[config.mk]
export PLATFORM = sky130hd
export DESIGN_NAME = muldiv_unit_flat
export DESIGN_NICKNAME = d
export VERILOG_FILES = /design/src/rtl/muldiv_if.sv /design/src/rtl/muldiv_unit.sv /design/src/flat_wrapper.sv
export SDC_FILE = /design/constraint.sdc
export NUM_CORES = 2
export LEC_CHECK = 0
export BUFFER_PORTS_ARGS = -buffer_cell sky130_fd_sc_hd__buf_2
export CELL_PAD_IN_SITES_DETAIL_PLACEMENT = 0
export CELL_PAD_IN_SITES_GLOBAL_PLACEMENT = 1
export CORE_MARGIN = 2
export CORE_UTILIZATION = 43
export CTS_BUF_LIST = sky130_fd_sc_hd__clkbuf_8
export DETAILED_ROUTE_END_ITERATION = 12
export GPL_ROUTABILITY_DRIVEN = 0
export PLACE_DENSITY_LB_ADDON = 0.1
export SETUP_SLACK_MARGIN = 0.05
export SLEW_MARGIN = 20
export SYNTH_ARGS = -nofsm -noshare
export SYNTH_HDL_FRONTEND = slang
export SYNTH_SLANG_ARGS = --single-unit
[constraint.sdc]
create_clock -name clock -period 8.6 [get_ports clock]
set_input_delay 0.86 -clock clock [delete_from_list [all_inputs] [get_ports clock]]
set_output_delay 0.86 -clock clock [all_outputs]
set_load 0.05 [all_outputs]
[src/rtl/muldiv_if.sv]
// Handshake and data bundle between the execute stage and the iterative multiply/divide unit.
interface muldiv_if #(
  parameter int XLEN = 64
);
  logic            start_valid;
  logic            start_ready;
  logic [2:0]      muldiv_funct;
  logic [XLEN-1:0] operand_a;
  logic [XLEN-1:0] operand_b;
  logic [XLEN-1:0] result;
  logic            result_valid;
  logic            result_ready;
  logic            busy;

  modport master (
    output start_valid, muldiv_funct, operand_a, operand_b, result_ready,
    input  start_ready, result, result_valid, busy
  );

  modport slave (
    input  start_valid, muldiv_funct, operand_a, operand_b, result_ready,
    output start_ready, result, result_valid, busy
  );
endinterface

[src/rtl/muldiv_unit.sv]
// RISC-V M-extension multiply/divide: one bit per cycle over XLEN cycles, with
// divide-by-zero and signed overflow resolved straight from IDLE.
module muldiv_unit #(
  parameter int XLEN = 64
) (
  input  logic    clock,
  input  logic    reset_n,
  muldiv_if.slave bus
);
  localparam int CW = $clog2(XLEN) + 1;

  typedef enum logic [1:0] {IDLE, CALC, DONE} state_e;

  state_e            state_q, state_d;
  logic [2:0]        funct_q, funct_d;
  logic              neg_q, neg_d;         // negate product / quotient
  logic              a_neg_q, a_neg_d;     // remainder follows the dividend sign
  logic [2*XLEN-1:0] acc_q, acc_d;         // mul: {partial product, multiplier}; div: {0, dividend/quotient}
  logic [XLEN-1:0]   rem_q, rem_d;
  logic [XLEN-1:0]   opb_q, opb_d;         // mul: |multiplicand|; div: |divisor|
  logic [CW-1:0]     cnt_q, cnt_d;
  logic [XLEN-1:0]   result_q, result_d;

  // Operand decode for the accept cycle.
  logic [2:0]      f;
  logic            a_signed, b_signed, a_neg, b_neg, div_zero, div_ovf;
  logic [XLEN-1:0] mag_a, mag_b, special_res;

  always_comb begin
    f        = bus.muldiv_funct;
    a_signed = (f == 3'b000) || (f == 3'b001) || (f == 3'b010) || (f == 3'b100) || (f == 3'b110);
    b_signed = a_signed && (f != 3'b010);
    a_neg    = a_signed && bus.operand_a[XLEN-1];
    b_neg    = b_signed && bus.operand_b[XLEN-1];
    mag_a    = a_neg ? -bus.operand_a : bus.operand_a;
    mag_b    = b_neg ? -bus.operand_b : bus.operand_b;
    div_zero = f[2] && (bus.operand_b == '0);
    div_ovf  = f[2] && !f[0] && (bus.operand_a == {1'b1, {(XLEN-1){1'b0}}}) && (bus.operand_b == '1);
    if (f[1]) special_res = div_zero ? bus.operand_a : '0;
    else      special_res = div_zero ? '1 : bus.operand_a;
  end

  // One iteration of shift-add multiply and restoring divide.
  logic [XLEN:0]     mul_sum, div_shift;
  logic [2*XLEN-1:0] mul_nx, prod_fix;
  logic [XLEN-1:0]   div_sub, rem_nx, quo_nx, quo_fix, rem_fix, final_res;
  logic              div_ok;

  always_comb begin
    mul_sum   = {1'b0, acc_q[2*XLEN-1:XLEN]} + {1'b0, opb_q};
    mul_nx    = acc_q[0] ? {mul_sum, acc_q[XLEN-1:1]} : {1'b0, acc_q[2*XLEN-1:1]};
    div_shift = {rem_q, acc_q[XLEN-1]};
    div_ok    = (div_shift >= {1'b0, opb_q});
    // The difference is below the divisor whenever it is kept, so XLEN bits suffice.
    div_sub   = div_shift[XLEN-1:0] - opb_q;
    rem_nx    = div_ok ? div_sub : div_shift[XLEN-1:0];
    quo_nx    = {acc_q[XLEN-2:0], div_ok};
    prod_fix  = neg_q ? -mul_nx : mul_nx;
    quo_fix   = neg_q ? -quo_nx : quo_nx;
    rem_fix   = a_neg_q ? -rem_nx : rem_nx;
    case (funct_q)
      3'b000:                 final_res = prod_fix[XLEN-1:0];
      3'b001, 3'b010, 3'b011: final_res = prod_fix[2*XLEN-1:XLEN];
      3'b100, 3'b101:         final_res = quo_fix;
      default:                final_res = rem_fix;
    endcase
  end

  // NOTE: every next-state signal takes its held value first, so no path leaves it unassigned and no latch is inferred.
  always_comb begin
    state_d  = state_q;
    funct_d  = funct_q;
    neg_d    = neg_q;
    a_neg_d  = a_neg_q;
    acc_d    = acc_q;
    rem_d    = rem_q;
    opb_d    = opb_q;
    cnt_d    = cnt_q;
    result_d = result_q;
    case (state_q)
      IDLE: begin
        if (bus.start_valid) begin
          funct_d = f;
          neg_d   = a_neg ^ b_neg;
          a_neg_d = a_neg;
          if (div_zero || div_ovf) begin
            result_d = special_res;
            state_d  = DONE;
          end else begin
            acc_d   = {{XLEN{1'b0}}, f[2] ? mag_a : mag_b};
            opb_d   = f[2] ? mag_b : mag_a;
            rem_d   = '0;
            cnt_d   = '0;
            state_d = CALC;
          end
        end
      end
      CALC: begin
        if (funct_q[2]) begin
          acc_d = {acc_q[2*XLEN-1:XLEN], quo_nx};
          rem_d = rem_nx;
        end else begin
          acc_d = mul_nx;
        end
        cnt_d = cnt_q + 1'b1;
        if (cnt_q == CW'(XLEN - 1)) begin
          result_d = final_res;
          state_d  = DONE;
        end
      end
      DONE: begin
        if (bus.result_ready) state_d = IDLE;
      end
      default: state_d = IDLE;
    endcase
  end

  // NOTE: sequential state uses non-blocking assignments so every register samples pre-edge values.
  always_ff @(posedge clock or negedge reset_n) begin
    if (!reset_n) begin
      state_q  <= IDLE;
      funct_q  <= '0;
      neg_q    <= 1'b0;
      a_neg_q  <= 1'b0;
      acc_q    <= '0;
      rem_q    <= '0;
      opb_q    <= '0;
      cnt_q    <= '0;
      result_q <= '0;
    end else begin
      state_q  <= state_d;
      funct_q  <= funct_d;
      neg_q    <= neg_d;
      a_neg_q  <= a_neg_d;
      acc_q    <= acc_d;
      rem_q    <= rem_d;
      opb_q    <= opb_d;
      cnt_q    <= cnt_d;
      result_q <= result_d;
    end
  end

  assign bus.start_ready  = (state_q == IDLE);
  assign bus.busy         = (state_q != IDLE);
  assign bus.result_valid = (state_q == DONE);
  assign bus.result       = result_q;
endmodule

[src/flat_wrapper.sv]
// flat-port wrapper written by rule: the top's interface ports become plain ports
module muldiv_unit_flat 
#(
  parameter int XLEN = 64
)
  (clock, reset_n, bus_start_valid, bus_muldiv_funct, bus_operand_a, bus_operand_b, bus_result_ready, bus_start_ready, bus_result, bus_result_valid, bus_busy);
  muldiv_if #(.XLEN(XLEN)) bus_i ();
  input  logic clock;
  input  logic reset_n;
  input wire logic [$bits(bus_i.start_valid)-1:0] bus_start_valid;
  input wire logic [$bits(bus_i.muldiv_funct)-1:0] bus_muldiv_funct;
  input wire logic [$bits(bus_i.operand_a)-1:0] bus_operand_a;
  input wire logic [$bits(bus_i.operand_b)-1:0] bus_operand_b;
  input wire logic [$bits(bus_i.result_ready)-1:0] bus_result_ready;
  output wire logic [$bits(bus_i.start_ready)-1:0] bus_start_ready;
  output wire logic [$bits(bus_i.result)-1:0] bus_result;
  output wire logic [$bits(bus_i.result_valid)-1:0] bus_result_valid;
  output wire logic [$bits(bus_i.busy)-1:0] bus_busy;
  assign bus_i.start_valid = bus_start_valid;
  assign bus_i.muldiv_funct = bus_muldiv_funct;
  assign bus_i.operand_a = bus_operand_a;
  assign bus_i.operand_b = bus_operand_b;
  assign bus_i.result_ready = bus_result_ready;
  assign bus_start_ready = bus_i.start_ready;
  assign bus_result = bus_i.result;
  assign bus_result_valid = bus_i.result_valid;
  assign bus_busy = bus_i.busy;
  muldiv_unit #(.XLEN(XLEN)) u_core (.clock(clock), .reset_n(reset_n), .bus(bus_i));
endmodule
# --- Word-level counts from Yosys, hierarchy flattened ---
# Index checks and enable logic that the tools add are counted.
# Widths: inputs -> output; s select.
classes:
  addsub: 8
  magnitude_cmp: 1
  eq_ne: 22
  muxes: 33
  bitwise_logic: 2
  reduce_logical: 28
ops:
  columns: ["op", "count"]
  rows:
  - ["$mux 64", 16]
  - ["$mux 128", 5]
  - ["$neg 64->64", 4]
  - ["$pmux 128 s2", 1]
  - ["$pmux 64 s2", 2]
  - ["$pmux 64 s3", 1]
  - ["$eq 64x64->1 const B", 2]
  - ["$neg 128->128", 1]
  - ["$add 64x64->65", 1]
  - ["$ge 65x64->1", 1]
  - ["$logic_not 64->1", 1]
  - ["$sub 64x64->64", 1]
  - ["$mux 7", 2]
  - ["$pmux 7 s2", 1]
  - ["$eq 3x3->1 const B", 4]
  - ["$reduce_and 4->1", 3]
  - ["$eq 3x2->1 const B", 3]
  - ["$reduce_and 3->1", 3]
  - ["$mux 2", 4]
  - ["$ne 2x2->1 const B", 4]
  - ["$add 7x1->7 const B", 1]
  - ["$eq 7x6->1 const B", 1]
  - ["$logic_and 1x1->1", 7]
  - ["$eq 3x1->1 const B", 2]
  - ["15 further kinds", 23]
word_totals:
  register_bits: 334
  inputBits: 135
  out_inout_bits: 67
  wordCells: 104

# --- Logic depth before layout (Yosys ltp) ---
logic_depth:
  ltp_word: 12
  depth_mapped: 28

# --- Worst setup path before layout ---
# Ideal clock, no wire load.
synth_timing:
  path_kind: "register to register"
  start: "reg u_core.rem_q[35]"
  end: "reg u_core.result_q[60] (netlist: u_core.bus.result[60])"
  t_arrival_ps: 5948
  slack_ps: 2518
  stages_incl_launch_ff: 28
  path_buffers: 7
  period_less_slack_ps: 6082
  path_cell_list: "dfrtp_1 -> ha_1 -> clkbuf_1 -> nand4_1 -> nor4_1 -> nand2_1 -> o311a_1 -> o211a_1 -> buf_2 -> nand2_2 -> buf_4 -> buf_4 -> buf_2 -> buf_2 -> buf_1 -> nand2_1 -> o21ai_0 -> ha_1 -> nand4_1 -> or3_1 -> nor3_1 -> a41oi_1 -> nor2_1 -> nand3_1 -> nor4_1 -> mux2i_1 -> nor4_1 -> o21ai_0"
synth_via:
  elab_chain_len: 7
  word_cells_on_any_way: 10
  cone_classes: "3 x add/sub; 1 x order compare; 6 x mux"
synth_lines:
  columns: ["element", "line_no", "source"]
  rows:
  - ["start: declaration", "muldiv_unit.sv:19", "logic [XLEN-1:0] rem_q, rem_d;"]
  - ["start signal: assignment", "muldiv_unit.sv:136", "rem_q <= rem_d;"]
  - ["$sub 64x64->64 / $ge 65x64->1 (equally long branches)", "muldiv_unit.sv:55, muldiv_unit.sv:53", null]
  - ["$mux 64", "muldiv_unit.sv:56", "rem_nx = div_ok ? div_sub : div_shift[XLEN-1:0];"]
  - ["$neg 64->64", "muldiv_unit.sv:60", "rem_fix = a_neg_q ? -rem_nx : rem_nx;"]
  - ["$mux 64", "muldiv_unit.sv:60", null]
  - ["$pmux 64 s3 *", "muldiv_unit.sv:61", "case (funct_q)"]
  - ["$mux 64 *", "muldiv_unit.sv:106", "if (cnt_q == CW'(XLEN - 1)) begin"]
  - ["$pmux 64 s2 *", "muldiv_unit.sv:80", "case (state_q)"]
  - ["end signal: assignment", "muldiv_unit.sv:139", "result_q <= result_d;"]
  - ["end: declaration", "muldiv_unit.sv:22", "logic [XLEN-1:0] result_q, result_d;"]
# Every way passes the cells marked *; elsewhere a longest branch is shown, timed or not. The select of a mux whose other input is x is not followed.
# A chain may end at the register's enable or synchronous reset.

# --- Worst setup path in the final report ---
layout_timing:
  start: "reg u_core.rem_q[14]"
  end: "reg u_core.result_q[60] (netlist: u_core.bus.result[60])"
# Same word-level chain as after synthesis.

==> flow_metrics.tcl <==
set metrics [dict create \
    cts_made_buffers 74 \
    critPathMaxFanout 29 \
    clockRootBuffer "clkbuf_8" \
    finalSetupViolations 0 \
    relSlewSlack 0.1736 \
    grt_pass1_wl_um 266300 \
    ys_ff_latch 334 \
    area_growth_pct 7.394 \
    ant_nets 0 \
    cp.required_ps 9170 \
    clock_skew_ps 38.70 \
    gr-total-overflow 0 \
    min_path_type "primary input to async pin" \
    synth_edf_count 0 \
    port_buffers 201 \
    dpl.cell_count 6373 \
    p_per_area_mw_per_mm2 94.11 \
    clk_pin_slew_ps 60 \
    antenna_found_initial 11 \
    die_h_um 303.3 \
    crit_chain "ha_1 -> nand2_1 -> nor3_1 -> nand4_1 -> o311a_1 -> o211a_1 -> buf_4 -> nand2_2 -> buf_4 -> nand2_1 -> o21ai_0 -> ha_1 -> inv_1 -> nor4_1 -> a41oi_1 -> nor2_1 -> nand3_1 -> nor4_1 -> mux2i_1 -> nor4_1 -> o21ai_0" \
    fin_crit_ps 7131 \
    clock_latency_ps 720 \
    max_cap_viol_count 0 \
    critPathKind "register to register" \
    synthTopCellsByCount "nand2_1 (703), o21ai_0 (570), nor2_1 (455)" \
    worstMarginPinSlew_ps 1228 \
    yosysMostFrequentCell "nand2_1" \
    async_flop_share 1.000 \
    die_w_um 303.3 \
    fin_tns_setup_ps 0 \
    ys.flop_type "dfrtp_1" \
    synth-seq-area-share 0.2170 \
    synth.area.top_cells "dfrtp_1 (22%), o21ai_0 (7.4%), nand2_1 (6.9%)" \
    fmax_mhz 140.2 \
    clkSinkCount 334 \
    synth_top_area_frac 0.2170 \
    grt_pass1_vias 38850 \
    cts_tree "built" \
    viasPerCell 6.646 \
    stdcell_count 6507 \
    drc 0 \
    core_mm2 0.08851 \
    htree_levels 3 \
    rows 109 \
    crit_top_cell "nor4_1" \
    num-nets-final 5556 \
    finalCritPeriodShare 0.8292 \
    initial_core_util 0.4351 \
    post_cts_buffers 0 \
    final_util 0.4673 \
    drtIter0Drc 5661 \
    vias 43250 \
    worstSetupStartpointType "register" \
    arrival_ps 7700 \
    rsz0062_at_grt "false" \
    syn_avg_cell_area_um2 7.190 \
    yosysWarnings 0 \
    yosysUniqueCellTypes 104 \
    io_pins 202 \
    drt-total-wl_um 184500 \
    power.leakage_nw 16.37 \
    hold_buffers 0 \
    yosysTopAreaCell "dfrtp_1" \
    drive_gt1_frac 0.09151 \
    cp_slowest_cell "nor3_1" \
    grt_max_degree 172 \
    synth_cells 5357 \
    grt_use_total 0.3903 \
    peakVddDrop_mv 0.09460 \
    dr.pass1.iters 8 \
    final_max_slew_viol_count 0 \
    syn-num-nets 5629 \
    die-area_mm2 0.09198 \
    hold_viol_final 0 \
    filler_cell_count 8996 \
    wl_per_cell_um 28.36 \
    cp-end-kind "register" \
    post_cts_resized 0 \
    max-clock-path-buffers 3 \
    synth_area_mm2 0.03851 \
    outcome "completed" \
    slowest_delay_ps 970 \
    hpwl_um 145300 \
]
[sequential cells by signal, indices dropped and copies added, names as in the netlist, 2 cells and up]
register,flops
u_core.rem_q,64
u_core.funct_q,3
u_core.bus.result,64
u_core.acc_q,128
u_core.state_q,2
u_core.cnt_q,7
u_core.opb_q,64
[critical path: cells and delay by family, from the launching register on]
kind                       cells  cell delay (ps)
and+or+nand+nor               10             3860
AOI/OAI and AO/OA              5              940
adders and majority gates      2              850
DFF                            1              470
buffers and inverters          3              700
muxes                          1              160
[cells by family (layout without fill, tap and decap cells)]
kind of cell,count (synthesis),in the layout,synth area share
AOI/OAI and AO/OA,1837,1837,0.3015
xor gates and xnor gates,406,406,0.09233
adders and majority gates,164,164,0.05191
buffers and inverters,547,523,0.06023
DFF,334,334,0.2170
muxes,139,139,0.03648
other,0,9,0
and+or+nand+nor,1930,1930,0.2405
[area by class of cell]
class | instances | area, um^2 | area share
clock inverter | 35 | 255.2 | 0.006171
inverter | 129 | 484.2 | 0.01171
sequential | 334 | 8371 | 0.2024
timing repair buffer | 269 | 1583 | 0.03827
tap | 1165 | 1458 | 0.03524
clock buffer | 90 | 1239 | 0.02995
multi-input combinational | 4476 | 27950 | 0.6758
antenna | 9 | 22.52 | 0.0005445
[final timing paths]
check                                         to  slack [ps]                   from  depth (start not counted)
setup / recovery           u_core.bus.result[60]        1470       u_core.rem_q[14]                         21
hold / removal                  u_core.acc_q[78]         170                reset_n                          1
min in group clock         u_core.bus.result[11]         470  u_core.bus.result[11]                          2
hold reg to reg            u_core.bus.result[11]         470  u_core.bus.result[11]                          2
max in group asynchronous      u_core.funct_q[2]        6420                reset_n                          3
setup reg to reg           u_core.bus.result[60]        1470       u_core.rem_q[14]                         21
[layer usage]
metal  part of all wire  vias up  global-route usage
met2               0.41     2454              0.5534
met3               0.12      397              0.1062
met4              0.050        4              0.1766
li1                   -    19650                   -
met5            0.00014        -                   0
met1               0.43    20740              0.5482
[stage by stage]
stage | total power, mW | hold WS [ps] | cell area, um^2 | worst slack [ps]
6_report | 3.892 | 168.1 | 41360 | 1469
3_5_place_dp | 1.985 | 466.2 | 39830 | 1602
4_1_cts | 3.900 | 175.0 | 41320 | 1600
5_1_grt | 4.018 | 212.7 | 41350 | 1136
3_3_place_gp | 1.983 | 458.3 | 39820 | 1744
2_1_floorplan | 1.797 | 451.3 | 38510 | 2518
[report_power, final]
| group | switching (mW) | total [mW] | internal, mW |
|---|---|---|---|
| clock network | 0.869 | 1.93 | 1.06 |
| registers | 0 | 1.57 | 1.57 |
| logic | 0.278 | 0.395 | 0.117 |
| total | 1.15 | 3.89 | 2.75 |
[layout by cell type (no fill, tap or decap), types with 27 or more instances in the layout]
cell type,Yosys,routed
ha_1,135,135
nor3_1,130,125
buf_4,4,64
and4_1,28,28
inv_1,126,148
and2_1,28,27
a221oi_1,45,45
nand2_1,703,701
or4_1,39,39
buf_2,22,199
nand4_1,123,123
a31oi_1,47,47
a21o_1,59,59
o221ai_1,32,32
nor4_1,50,49
nor2_1,455,450
o21a_1,33,33
mux2i_1,128,128
nand3_1,100,100
a211oi_1,151,150
nand2b_1,30,28
o21ai_0,570,570
xor2_1,188,188
clkbuf_8,15,90
o211ai_1,41,41
maj3_1,27,27
o41ai_1,31,30
a21oi_1,450,450
a22o_1,39,39
o31ai_1,83,83
and3_1,40,40
or3_1,73,73
xnor2_1,218,218
dfrtp_1,334,330
Note: power is estimated with default switching activity, not from simulation.
